===== config.mk =====
export PLATFORM = sky130hd
export DESIGN_NAME = demux2_stream
export DESIGN_NICKNAME = d
export VERILOG_FILES = /design/src/rtl/demux2_stream.sv
export SDC_FILE = /design/constraint.sdc
export NUM_CORES = 1
export LEC_CHECK = 0
export ABC_AREA = 1
export BUFFER_PORTS_ARGS = -buffer_cell sky130_fd_sc_hd__buf_2
export CAP_MARGIN = 15
export CORE_MARGIN = 2
export CORE_UTILIZATION = 58
export CTS_BUF_LIST = sky130_fd_sc_hd__clkbuf_8
export CTS_CLUSTER_DIAMETER = 40
export CTS_CLUSTER_SIZE = 28
export DETAILED_ROUTE_END_ITERATION = 16
export MAX_ROUTING_LAYER = met4
export PLACE_DENSITY = 0.88
export SLEW_MARGIN = 10
export SYNTH_ARGS = -nofsm -noshare
export SYNTH_HDL_FRONTEND = slang
export SYNTH_SLANG_ARGS = --single-unit

===== constraint.sdc =====
create_clock -name clk -period 2.13 [get_ports clk]
set_clock_uncertainty 0.1 [all_clocks]
set_input_delay 0.3195 -clock clk [delete_from_list [all_inputs] [get_ports clk]]
set_output_delay 0.3195 -clock clk [all_outputs]
set_load 0.02 [all_outputs]

===== src/rtl/demux2_stream.sv =====
`default_nettype none
// +--------------------------------------------------------------------------+
// | demux2_stream : 1-to-2 registered stream demux into two independent FIFOs |
// | Revision 1.0                                                              |
// +--------------------------------------------------------------------------+
module demux2_stream #(
  parameter int WIDTH = 32,
  parameter int DEPTH = 2
) (
  input  logic                     clk,
  input  logic                     rst_n,
  input  logic                     in_valid,
  output logic                     in_ready,
  input  logic                     in_select,
  input  logic [WIDTH-1:0]         in_data,
  output logic                     a_valid,
  input  logic                     a_ready,
  output logic [WIDTH-1:0]         a_data,
  output logic [$clog2(DEPTH):0]   a_count,
  output logic                     b_valid,
  input  logic                     b_ready,
  output logic [WIDTH-1:0]         b_data,
  output logic [$clog2(DEPTH):0]   b_count
);

  localparam int c_ptr_w = $clog2(DEPTH);
  localparam int c_cnt_w = $clog2(DEPTH) + 1;

  logic [1:0]             w_push;
  logic [1:0]             w_pop;
  logic [1:0]             w_full;
  logic [1:0]             w_valid;
  logic [WIDTH-1:0]       w_head  [2];
  logic [c_cnt_w-1:0]     w_count [2];

  // Full-FIFO push is refused even if that FIFO pops this cycle (no pass-through).
  assign in_ready  = ~w_full[in_select];
  assign w_push[0] = in_valid & in_ready & ~in_select;
  assign w_push[1] = in_valid & in_ready &  in_select;
  assign w_pop[0]  = w_valid[0] & a_ready;
  assign w_pop[1]  = w_valid[1] & b_ready;

  genvar g;
  generate
    for (g = 0; g < 2; g++) begin : g_fifo
      logic [c_ptr_w-1:0] r_wr_ptr;
      logic [c_ptr_w-1:0] r_rd_ptr;
      logic [c_cnt_w-1:0] r_count;
      logic [WIDTH-1:0]   r_mem [DEPTH];

      always_ff @(posedge clk or negedge rst_n) begin
        if (!rst_n) begin
          r_wr_ptr <= '0;
          r_rd_ptr <= '0;
          r_count  <= '0;
          for (int k = 0; k < DEPTH; k++) begin
            r_mem[k] <= '0;
          end
        end else begin
          if (w_push[g]) begin
            r_mem[r_wr_ptr] <= in_data;
            r_wr_ptr        <= r_wr_ptr + 1'b1;
          end
          if (w_pop[g]) begin
            r_rd_ptr <= r_rd_ptr + 1'b1;
          end
          case ({w_push[g], w_pop[g]})
            2'b10:   r_count <= r_count + 1'b1;
            2'b01:   r_count <= r_count - 1'b1;
            default: r_count <= r_count;
          endcase
        end
      end

      assign w_full[g]  = (r_count == c_cnt_w'(DEPTH));
      assign w_valid[g] = (r_count != '0);
      assign w_head[g]  = r_mem[r_rd_ptr];
      assign w_count[g] = r_count;
    end
  endgenerate

  assign a_valid = w_valid[0];
  assign a_data  = w_head[0];
  assign a_count = w_count[0];
  assign b_valid = w_valid[1];
  assign b_data  = w_head[1];
  assign b_count = w_count[1];

endmodule
`default_nettype wire


==> reports/metrics.yaml <==
floorplanning:
  die_x_um: 109
  fp-row-count: 38
  start_util: 0.593
  fp.dieH_um: 109
  fp.coreArea_um2: 10800
  dieArea_um2: 11900
  ios: 109
sta:
  slew_violations: 0
  max_freq_mhz: 507
  timing.setup.tns_ns: 0
  layout_min_cycle_time_ns: 1.97
  setup_violations: 0
  hold_viol: 0
  rsz0062_at_grt: "false"
  setup_slack_ns: 0.156
  slew_headroom: 0.676
  max_slew.worst_pin.slew_ns: 0.486
  finalCritPeriodShare: 0.927
clocking:
  cts_buffers: 17
  htreeDepth: 4
  ctsLongestPathBuffers: 2
  post_cts_resize_count: 0
  cts-root-buf: "clkbuf_8"
  path_clk_slew_ns: 0.08
  cts_setup_buffers: 0
  cts_tree: "yes"
  hold_buffers: 1
  cts_num_sinks: 136
  clk_latency_ns: 0.43
grt:
  overflow: 0
  grt_max_degree: 91
  grt_pass1_vias: 5734
  antenna_found_initial: 0
  track_usage: 0.312
  grt_pass1_wl_um: 28000
worst_setup_path:
  cp-end-kind: "primary output"
  arrival_ns: 1.55
  cp_slowest_cell: "dfrtp_1"
  required_ns: 1.71
  r2r_slack_ns: 0.48
  cp_cell_sequence: "inv_1 -> a21oi_4 -> or2_2 -> buf_2"
  cp_max_fo: 4
  worst_setup_path_start_kind: "register"
  critPathTopFamily: "flip-flops"
  worst-path-buf-inv: 2
  path_class: "register to primary output"
  slowest_delay_ns: 0.41
yosys:
  synthesis.nets: 869
  syn_inst: 829
  syn_area_per_cell_um2: 7.76
  ys_seq_area_frac: 0.529
  synth_seq_cells: 136
  synthTopCellsByArea: "dfrtp_1, nand2_1, nand4_1, clkbuf_1, buf_4"
  netlist_area_um2: 6430
  synth_top_area_frac: 0.529
  yosys.area.top_type: "dfrtp_1"
  ys.warnings.count: 0
  yosys.cell_types.count: 16
route:
  drc: 0
  firstDrtPassIters: 6
  wl_per_cell_um: 16.0
  ant_nets: 0
  drtIter0Drc: 581
  vias_per_cell: 5.78
  via_count: 6195
  drt-total-wl_um: 17200
pwr:
  leakagePower_nw: 4.29
  p_per_area_nw_per_um2: 1680
  peakVddDrop_uv: 804
  power_mw: 12.7
min_path:
  hold_path.class: "input pin to register"
placement:
  place_hpwl_um: 11200
  io_buffers: 108
  placed_cell_area_um2: 7140
  place_ws_ns: 0.494
  gp_congestion: 0.900
layout:
  nets: 958
  syn_to_final_growth_pct: 17.6
  fin_util: 0.698
  nFillCells: 843
  drive_gt1_frac: 0.186
  diodes: 0
  fin_area_um2: 7560
run_status:
  status: "finished, final reports clean"
flow_run:
  cap_violations: 0
[synthesized netlist by cell type]
library cell and number:
xor2_1 4, inv_2 1, ha_1 2, nand4_1 132, clkinv_1 2, or2_2 1
a21oi_1 2, buf_4 8, inv_1 12, clkbuf_1 50, xnor2_1 2, buf_1 3
buf_2 8, dfrtp_1 136, nand3_1 2, nand2_1 464
[final timing paths]
| path | from | endpoint | cells after the start |
|---|---|---|---|
| hold / removal | in_data[11] | g_fifo[0].r_mem[43] | 3 |
| hold reg to reg | g_fifo[0].r_mem[6] | g_fifo[0].r_mem[6] | 2 |
| setup / recovery | a_count[0] | in_ready | 4 |
| max in group asynchronous | rst_n | g_fifo[1].r_mem[12] | 3 |
| min in group asynchronous | rst_n | g_fifo[0].r_mem[2] | 2 |
| setup reg to reg | a_count[0] | a_count[1] | 8 |
[layout by cell type, fill, tap and decap left out]
cell type	netlist	routed
xnor2_1	2	2
clkinv_4	0	3
clkinvlp_4	0	3
or2_2	1	1
dfrtp_1	136	136
clkbuf_8	0	21
a21oi_4	0	2
inv_2	1	1
nand4_1	132	132
buf_6	0	1
nand3_1	2	2
clkinv_1	2	2
buf_4	8	28
inv_1	12	13
bufinv_16	0	2
xor2_1	4	4
buf_2	8	106
dlygate4sd3_1	0	1
buf_12	0	3
clkinv_2	0	2
ha_1	2	2
nand2_1	464	464
[sequential cells by signal (all words and copies together), names as in the netlist]
register,count
g_fifo.r_mem,128
a_count,2
b_count,2
g_fifo.r_rd_ptr,2
g_fifo.r_wr_ptr,2
[area by class of cell]
type / instances / area [um^2] / share of cell area
Sequential cell: 136 / 3400 / 0.450
Inverter: 15 / 56.3 / 0.00745
Multi-Input combinational cell: 609 / 2690 / 0.356
Timing Repair Buffer: 139 / 822 / 0.109
Clock inverter: 11 / 123 / 0.0162
Tap cell: 140 / 175 / 0.0232
Clock buffer: 21 / 289 / 0.0382
[stage by stage]
step	std cells	hold WS, ns
after global placement	1038	0.147
after global routing	1071	0.0453
final	1071	0.0657
after CTS	1071	0.0446
after floorplan	829	-0.0761
after detailed placement	1038	0.147
[worst register-to-register path, delay by kind of cell (launching register included)]
family        cells  cell delay (ns)
xor+xnor          1             0.15
simple gates      3             0.28
flops             1             0.41
fa+ha+maj         1             0.31
buf+inv           3             0.28
[metal layers]
layer | share of wire | track usage | vias to the layer above
li1 | - | - | 2886
met1 | 0.41 | 0.416 | 2905
met2 | 0.47 | 0.476 | 366
met3 | 0.098 | 0.0771 | 38
met4 | 0.020 | 0.0976 | 0
met5 | 0 | - | -
[report_power, final]
part	internal [mW]	switching [mW]	total [mW]
clock	1.16	0.998	2.16
combinational	1.93	4.11	6.04
sequential	3.78	0.745	4.53
[cells by family after synthesis]
logic type	count (synthesis)	share of synthesized area
simple gates	599	0.402
fa+ha+maj	2	0.00389
buf+inv	84	0.0553
flops	136	0.529
compound gates	2	0.00156
xor+xnor	6	0.00817
(Power assumes the default switching activity.)
